<file path="config.mk">
export PLATFORM = sky130hd
export DESIGN_NAME = operand_buffer
export DESIGN_NICKNAME = d
export VERILOG_FILES = /design/src/rtl/tpu_pkg.sv /design/src/rtl/operand_buffer_mux.sv /design/src/rtl/operand_buffer.sv
export SDC_FILE = /design/constraint.sdc
export NUM_CORES = 1
export LEC_CHECK = 0
export CAP_MARGIN = 10
export CORE_MARGIN = 2
export CORE_UTILIZATION = 54
export CTS_BUF_LIST = sky130_fd_sc_hd__clkbuf_2
export CTS_CLUSTER_DIAMETER = 60
export DETAILED_ROUTE_END_ITERATION = 8
export PLACE_DENSITY = 0.81
export SETUP_SLACK_MARGIN = 0.1
export SLEW_MARGIN = 10
export SYNTH_ARGS = -nofsm -noshare
export SYNTH_HDL_FRONTEND = slang
export SYNTH_SLANG_ARGS = --single-unit
</file>
<file path="constraint.sdc">
create_clock -name clk -period 1.4 [get_ports clk]
set_input_delay 0.28 -clock clk [delete_from_list [all_inputs] [get_ports clk]]
set_output_delay 0.28 -clock clk [all_outputs]
set_load 0.02 [all_outputs]
</file>
<file path="src/rtl/tpu_pkg.sv">
// Shared constants for the systolic-array operand path: mux select codes,
// staging slot numbers and a helper for the load-completion test.
package tpu_pkg;

    localparam int NUM_SLOTS = 8;

    // Operand select codes driven by control_unit
    localparam logic [1:0] SEL_0    = 2'd0;
    localparam logic [1:0] SEL_1    = 2'd1;
    localparam logic [1:0] SEL_ZERO = 2'd2;

    // Staging slots: weights W0..W3 (A row-major), inputs X0..X3 (B row-major)
    localparam int SLOT_W0 = 0;
    localparam int SLOT_W1 = 1;
    localparam int SLOT_W2 = 2;
    localparam int SLOT_W3 = 3;
    localparam int SLOT_X0 = 4;
    localparam int SLOT_X1 = 5;
    localparam int SLOT_X2 = 6;
    localparam int SLOT_X3 = 7;

    localparam logic [2:0] LAST_SLOT = 3'd7;

    // A set is complete when every slot except the last has been written;
    // the last slot is supplied by the byte arriving on the same edge.
    function automatic logic set_complete(input logic [NUM_SLOTS-1:0] mask);
        return ((mask | 8'h80) == 8'hFF);
    endfunction

endpackage

</file>
<file path="src/rtl/operand_buffer_mux.sv">
// One operand lane: picks one of two fixed bank slots by select code,
// forcing zero for codes 2/3 or when the active bank is not yet valid.
module operand_mux
    import tpu_pkg::*;
#(
    parameter int DATA_W = 8,
    parameter int SLOT_A = 0,
    parameter int SLOT_B = 1
) (
    input  logic [NUM_SLOTS*DATA_W-1:0] i_bank,
    input  logic                        i_valid,
    input  logic [1:0]                  i_sel,
    output logic [DATA_W-1:0]           o_operand
);

    logic [DATA_W-1:0] w_pick;

    // Walk the bank and OR in only the slot matching the select code
    always_comb begin
        w_pick = '0;
        for (int k = 0; k < NUM_SLOTS; k++) begin
            if ((k == SLOT_A && i_sel == SEL_0) || (k == SLOT_B && i_sel == SEL_1)) begin
                w_pick = w_pick | i_bank[k*DATA_W +: DATA_W];
            end
        end
        if (!i_valid) begin
            w_pick = '0;
        end
    end

    assign o_operand = w_pick;

endmodule

</file>
<file path="src/rtl/operand_buffer.sv">
// Double-buffered operand store feeding the 2x2 systolic array. Serial
// bytes fill a staging bank; a complete set is committed to the active bank
// on the last-slot write, and the four edge operands are registered from the
// active bank every cycle.
module operand_buffer
    import tpu_pkg::*;
#(
    parameter int DATA_W = 8
) (
    input  logic              clk,
    input  logic              rst_n,
    input  logic              load_en,
    input  logic [2:0]        mem_addr,
    input  logic [DATA_W-1:0] data_in,
    input  logic [1:0]        a0_sel,
    input  logic [1:0]        a1_sel,
    input  logic [1:0]        b0_sel,
    input  logic [1:0]        b1_sel,
    output logic [DATA_W-1:0] a0,
    output logic [DATA_W-1:0] a1,
    output logic [DATA_W-1:0] b0,
    output logic [DATA_W-1:0] b1,
    output logic              commit,
    output logic              bank_valid,
    output logic              load_err
);

    logic [NUM_SLOTS*DATA_W-1:0] r_stage;
    logic [NUM_SLOTS*DATA_W-1:0] r_bank;
    logic [NUM_SLOTS-1:0]        r_written;
    logic                        r_bank_valid;
    logic                        r_commit;
    logic                        r_load_err;
    logic                        r_load_en_d;
    logic [DATA_W-1:0]           r_a0, r_a1, r_b0, r_b1;

    logic              w_last;
    logic              w_commit;
    logic              w_incomplete;
    logic              w_abort;
    logic [DATA_W-1:0] w_a0, w_a1, w_b0, w_b1;

    assign w_last       = load_en && (mem_addr == LAST_SLOT);
    assign w_commit     = w_last && set_complete(r_written);
    assign w_incomplete = w_last && !set_complete(r_written);
    // A falling load_en with bytes pending means the set was abandoned;
    // any commit or slot-7 error already cleared the mask, so no overlap.
    assign w_abort      = r_load_en_d && !load_en && (r_written != '0);

    // Staging bank and written mask; the mask clears on every set boundary
    always_ff @(posedge clk or negedge rst_n) begin
        if (!rst_n) begin
            r_stage     <= '0;
            r_written   <= '0;
            r_load_en_d <= 1'b0;
        end else begin
            r_load_en_d <= load_en;
            if (load_en) begin
                r_stage[int'(mem_addr)*DATA_W +: DATA_W] <= data_in;
            end
            if (w_last || w_abort) begin
                r_written <= '0;
            end else if (load_en) begin
                r_written[mem_addr] <= 1'b1;
            end
        end
    end

    // Active bank: the last byte bypasses staging so the commit takes one edge
    always_ff @(posedge clk or negedge rst_n) begin
        if (!rst_n) begin
            r_bank       <= '0;
            r_bank_valid <= 1'b0;
        end else if (w_commit) begin
            r_bank       <= {data_in, r_stage[(NUM_SLOTS-1)*DATA_W-1:0]};
            r_bank_valid <= 1'b1;
        end
    end

    // Single-cycle status pulses
    always_ff @(posedge clk or negedge rst_n) begin
        if (!rst_n) begin
            r_commit   <= 1'b0;
            r_load_err <= 1'b0;
        end else begin
            r_commit   <= w_commit;
            r_load_err <= w_incomplete || w_abort;
        end
    end

    operand_mux #(.DATA_W(DATA_W), .SLOT_A(SLOT_W0), .SLOT_B(SLOT_W1)) u_mux_a0 (
        .i_bank(r_bank), .i_valid(r_bank_valid), .i_sel(a0_sel), .o_operand(w_a0)
    );
    operand_mux #(.DATA_W(DATA_W), .SLOT_A(SLOT_W2), .SLOT_B(SLOT_W3)) u_mux_a1 (
        .i_bank(r_bank), .i_valid(r_bank_valid), .i_sel(a1_sel), .o_operand(w_a1)
    );
    operand_mux #(.DATA_W(DATA_W), .SLOT_A(SLOT_X0), .SLOT_B(SLOT_X2)) u_mux_b0 (
        .i_bank(r_bank), .i_valid(r_bank_valid), .i_sel(b0_sel), .o_operand(w_b0)
    );
    operand_mux #(.DATA_W(DATA_W), .SLOT_A(SLOT_X1), .SLOT_B(SLOT_X3)) u_mux_b1 (
        .i_bank(r_bank), .i_valid(r_bank_valid), .i_sel(b1_sel), .o_operand(w_b1)
    );

    // Operand registers read the pre-commit bank, so a same-edge commit is
    // only visible from the following cycle
    always_ff @(posedge clk or negedge rst_n) begin
        if (!rst_n) begin
            r_a0 <= '0;
            r_a1 <= '0;
            r_b0 <= '0;
            r_b1 <= '0;
        end else begin
            r_a0 <= w_a0;
            r_a1 <= w_a1;
            r_b0 <= w_b0;
            r_b1 <= w_b1;
        end
    end

    assign a0         = r_a0;
    assign a1         = r_a1;
    assign b0         = r_b0;
    assign b1         = r_b1;
    assign commit     = r_commit;
    assign bank_valid = r_bank_valid;
    assign load_err   = r_load_err;

endmodule

</file>
# Word-level counts from Yosys, hierarchy flattened
# Cells that the tools add are included.
[word_totals]
ramBits = 0
rom_bits = 0
memories = 0
in_bits = 22
wordCells = 60
latch_bits = 0
output_inout_bits = 35
ff_bits = 172
[op_classes]
n_lt_le_gt_ge = 2
n_reduce_logical = 16
n_shift = 2
addsub = 1
mux = 17
div = 0
bitwise_logic = 5
n_mul = 0
eq_ne = 6
[ops]
columns = ["cell", "count"]
rows = [
  ["$mux W8", 14],
  ["$bwmux W64", 1],
  ["$shift A8 B33 Y64 const A", 1],
  ["$shiftx A8 B33 Y64", 1],
  ["$or A8 B8 Y8", 5],
  ["$neg A6 Y33", 1],
  ["$eq A2 B1 Y1 const B", 4],
  ["$logic_not A2 Y1", 4],
  ["$reduce_bool A8 Y1", 1],
  ["$eq A7 B7 Y1 const B", 1],
  ["$logic_and A1 B1 Y1", 6],
  ["$lt A3 B4 Y1 const B", 1],
  ["$demux W1 S3", 1],
  ["$eq A3 B3 Y1 const B", 1],
  ["$ge A3 B1 Y1 const B", 1],
  ["$logic_not A1 Y1", 2],
  ["$logic_or A1 B1 Y1", 2],
  ["$reduce_bool A2 Y1", 1],
  ["$mux W1", 1],
]

# Longest topological paths before layout
[depth]
word_depth = 7
depth_mapped = 8
depth_no_buf = 6

# Cells and area by module
# A second synthesis with hierarchy kept.
[unflattened]
hier_cells = 458
hier_area_um2 = 6646.4
[modules_own_cells]
columns = ["mod", "area_per_inst_um2", "seq_area_each_um2", "n_inst", "cells_per_inst"]
rows = [
  ["operand_buffer", 6115.9, 4103.9, 1, 382],
  ["operand_mux", 132.6, 0.0, 4, 19],
]

# Worst setup path after synthesis
# OpenSTA, ideal clock, no wires.
[synth_timing]
kind = "input port to flip-flop"
startpoint = "in mem_addr[0]"
endpoint = "reg r_stage[16]"
required_ps = 1275
stages = 8
arrival_time_ps = 2032
setup_time_ps = 125
path_buffers = 2
path_slack_ps = -757
path_cell_list = "clkbuf_1 inv_1 ha_1 ha_1 o311a_4 buf_6 nand2_8 mux2_4"
[synth_via]
elab_chain_cells = 3
elab_cells_between_ends = 4
classes_between = "add/sub: 1; shift: 2; mux: 1"
[synth_lines]
columns = ["item", "line", "rtl"]
rows = [
  ["start, declared", "operand_buffer.sv:13", "input logic [2:0] mem_addr,"],
  ["$neg A6 Y33 *", "operand_buffer.sv:59", "r_stage[int'(mem_addr)*DATA_W +: DATA_W] <= data_in;"],
  ["$shiftx A8 B33 Y64 or $shift A8 B33 Y64 (tied branches)", "operand_buffer.sv:59", ""],
  ["$bwmux W64 *", "operand_buffer.sv:59", ""],
  ["end signal, assigned by index", "operand_buffer.sv:59", ""],
  ["end, declared", "operand_buffer.sv:28", "logic [NUM_SLOTS*DATA_W-1:0] r_stage;"],
]
# Mark *: on every way between the ends. The rest lies on a longest branch, timed or not.
# A chain may end at the register's enable or synchronous reset.

# Final worst setup path
[layout_timing]
startpoint = "reg r_written[4]"
endpoint = "reg r_bank[6]"
[layout_via]
elab_chain_cells = 2
[layout_lines]
columns = ["item", "line", "rtl"]
rows = [
  ["start, declared", "operand_buffer.sv:30", "logic [NUM_SLOTS-1:0] r_written;"],
  ["start signal, assigned", "operand_buffer.sv:54", "r_written <= '0;"],
  ["start signal, assigned", "operand_buffer.sv:62", "r_written <= '0;"],
  ["start signal, assigned by index", "operand_buffer.sv:64", "r_written[mem_addr] <= 1'b1;"],
  ["$eq A7 B7 Y1", "tpu_pkg.sv:27", "return ((mask | 8'h80) == 8'hFF);"],
  ["$logic_and A1 B1 Y1", "operand_buffer.sv:44", "assign w_commit = w_last && set_complete(r_written);"],
  ["end signal, assigned", "operand_buffer.sv:75", "r_bank <= {data_in, r_stage[(NUM_SLOTS-1)*DATA_W-1:0]};"],
  ["end, declared", "operand_buffer.sv:29", "logic [NUM_SLOTS*DATA_W-1:0] r_bank;"],
]
# Every way passes these cells.

==> flow_summary_export.csv <==
group,metric,value,unit
route,wl_met2,8410,um
die,rows,41,
finish,fillers,820,
die,num_io_pins,57,
clock_tree,cts_root_buffer,"clkbuf_2",
logic_synthesis,syn_inst,468,
finish,design_area,8910,um^2
die,initial_core_util,55.2,%
global_route,grt_first_pass_wirelength,25400,um
logic_synthesis,async_reset_ff_share,100,%
route,ant_nets,0,
clock_tree,cts_made_buffers,17,
timing,finalCritPeriodShare,120,%
critical_path,path_max_fanout,6,
global_route,antenna_found_initial,0,
global_route,grt_overflow,0,
die,core,12600,um^2
run_status,status,"complete, but fails checks",
route,drtPass1Iterations,5,
finish,final_common_cell,"dfrtp_1",
logic_synthesis,ys_seq_area_share,59.1,%
global_route,groute.usage.overall,23.9,%
clock_tree,cts.sinks,164,
placed_design,place_area,8260,um^2
clock_tree,cts_max_level,4,
finish,nets,618,
timing,slew_headroom,67.8,%
global_route,grt_max_degree,42,
placed_design,dp.final_hpwl,10200,um
timing,min_period,1.68,ns
timing,setup_slack,-0.279,ns
logic_synthesis,synth-edff-count,0,
critical_path,worst_ep_arrival_time,2.29,ns
route,drt_iter0_markers,244,
critical_path,worstSetupEndpointType,"flop",
logic_synthesis,postSynthNetCount,496,
timing,grt_setup_unrepaired,"yes",
finish,regArea,4100,um^2
power,ir_drop,0.903,mV
placed_design,io_buffers,56,
hold_path,hp-class,"in -> reg",
route,topRoutingLayerUsed,"met4",
clock_tree,cts_buffer_depth,2,
die,fp.dieArea,13800,um^2
logic_synthesis,ys_warn_count,0,
logic_synthesis,yosysUniqueCellTypes,40,
run_status,violations,"negative setup slack",
clock_tree,clock_latency,0.72,ns
route,met1Wirelength,6330,um
clock_tree,clkTransAtPathRegs,0.22,ns
route,wl_met3,620,um
clock_tree,tritoncts,"yes",
route,drt-wirelength-per-cell,20.3,um
timing,tightest_slew,0.483,ns
logic_synthesis,synth.ff_latch_count,164,
power,powerDensity,979,nW/um^2
logic_synthesis,ys.flop_type,"dfrtp_1",
die,die_h,117,um
finish,fin_util,70.9,%
die,die_w,117,um
critical_path,r2r_slack,-0.28,ns
finish,syn2layout_area_growth,28.3,%
logic_synthesis,syn_area_per_cell,14.8,um^2
placed_design,place_congestion,0.863,
route,drc_errors,0,
finish,n_antenna_cell,0,
finish,drive_above_1_share,46.6,%
route,via_per_inst,5.43,
finish,final_cell_mix,"dfrtp_1 (164), mux2_4 (85), buf_4 (46)",
critical_path,worst_setup_path_start_kind,"flop",
timing,hold_viol,0,
placed_design,pre_cts_ws,-0.903,ns
finish,multi_input_area,2890,um^2
timing,final-max-slew-violation-count,0,
power,p_leak,4.41,nW
flow_run,cap_violations,0,
power,power,0.00872,W
critical_path,critPathKind,"reg -> reg",
critical_path,required,2.01,ns
global_route,grt_pass1_vias,4759,
route,wirelength,15800,um
timing,fin_skew,0.0247,ns
timing,fmax,596,MHz
logic_synthesis,syn_area,6940,um^2
route,num_vias,4211,
timing,finalSetupViolations,101,
-- registers in the layout (all words and copies together), names as in the netlist --
signal       count
b1               8
r_written        8
a0               8
r_load_en_d      1
r_bank          64
a1               8
load_err         1
bank_valid       1
r_stage         56
b0               8
commit           1
-- routing by layer --
metal	track usage, %	vias to the layer above
li1	-	1889
met1	28.3	2186
met2	42.8	106
met3	5.59	30
met4	8.43	0
met5	0	-
-- Yosys cell counts, types with 5 or more instances --
library cell    n  area [um^2]
a21bo_2         8         80.1
and2_1          8         50.1
and3_1          9         56.3
clkbuf_1        9         33.8
dfrtp_1       164         4100
ha_1            6         75.1
inv_1           6         22.5
mux2_2         58          653
mux2_4         50          751
mux2i_1        35          350
nand2_1         5         18.8
nand2b_1        6         37.5
nand4_1         9         56.3
nor2_1         34          128
nor2b_1         8         50.1
nor3_1          8         40.0
-- area by class of cell --
cell class                 count  area share (%)
clock buffer                  20            1.12
clock inverter                12            1.28
inverter                       6           0.309
multi-input combinational    273            32.5
sequential                   164            46.1
tap                          172            2.42
timing repair buffer         128            16.3
-- power breakdown --
part           internal, W  switching, W  leakage (nW)  total, W
Combinational     0.000626      0.000528          2.03   0.00115
Clock             0.000802       0.00157         0.124   0.00237
Sequential         0.00500      0.000191          2.26   0.00519
-- cell families after synthesis --
| logic type | Yosys count | share of synthesized area (%) |
|---|---|---|
| buf+inv | 31 | 3.10 |
| fa+ha+maj | 6 | 1.08 |
| mux | 144 | 25.4 |
| simple gates | 104 | 8.96 |
| flops | 164 | 59.1 |
| compound gates | 19 | 2.31 |
-- what timing repair did --
| item | 4_1_cts | 5_1_grt |
|---|---|---|
| gates resized for setup | 236 | 9 |
| hold endpoints to repair | 164 | 0 |
| pin swaps | 12 | 4 |
| gates cloned | 4 | 1 |
| buffers inserted | 7 | 2 |
| endpoints found under the setup margin | 166 | 134 |
| hold buffers | 2 | 0 |
-- path summary, 6_finish.rpt --
path | from | to | cells past startpoint
setup / recovery | r_written[4] | r_bank[6] | 6
hold / removal | load_en | r_load_en_d | 1
setup reg to reg | r_written[4] | r_bank[6] | 6
hold reg to reg | r_stage[25] | r_stage[25] | 1
max in group asynchronous | rst_n | r_bank[6] | 4
min in group asynchronous | rst_n | r_bank[25] | 3
-- worst max-delay path: stages, from the launching register on --
cell,delay (ns)
dfrtp_1,0.41
nand4_1,0.20
nor3_4,0.20
buf_12,0.18
buf_12,0.13
buf_16,0.13
mux2_4,0.30
-- per-stage QoR --
stage	hold WS [ns]	TNS [ns]	std cells
3_5_place_dp	0.236	-108.31	729
5_1_grt	0.0715	-26.10	775
3_3_place_gp	0.228	-99.40	729
2_1_floorplan	-0.0156	-18.33	468
6_report	0.157	-18.78	775
4_1_cts	0.0848	-18.71	773
No activity file was read; power rests on OpenSTA's default activity.
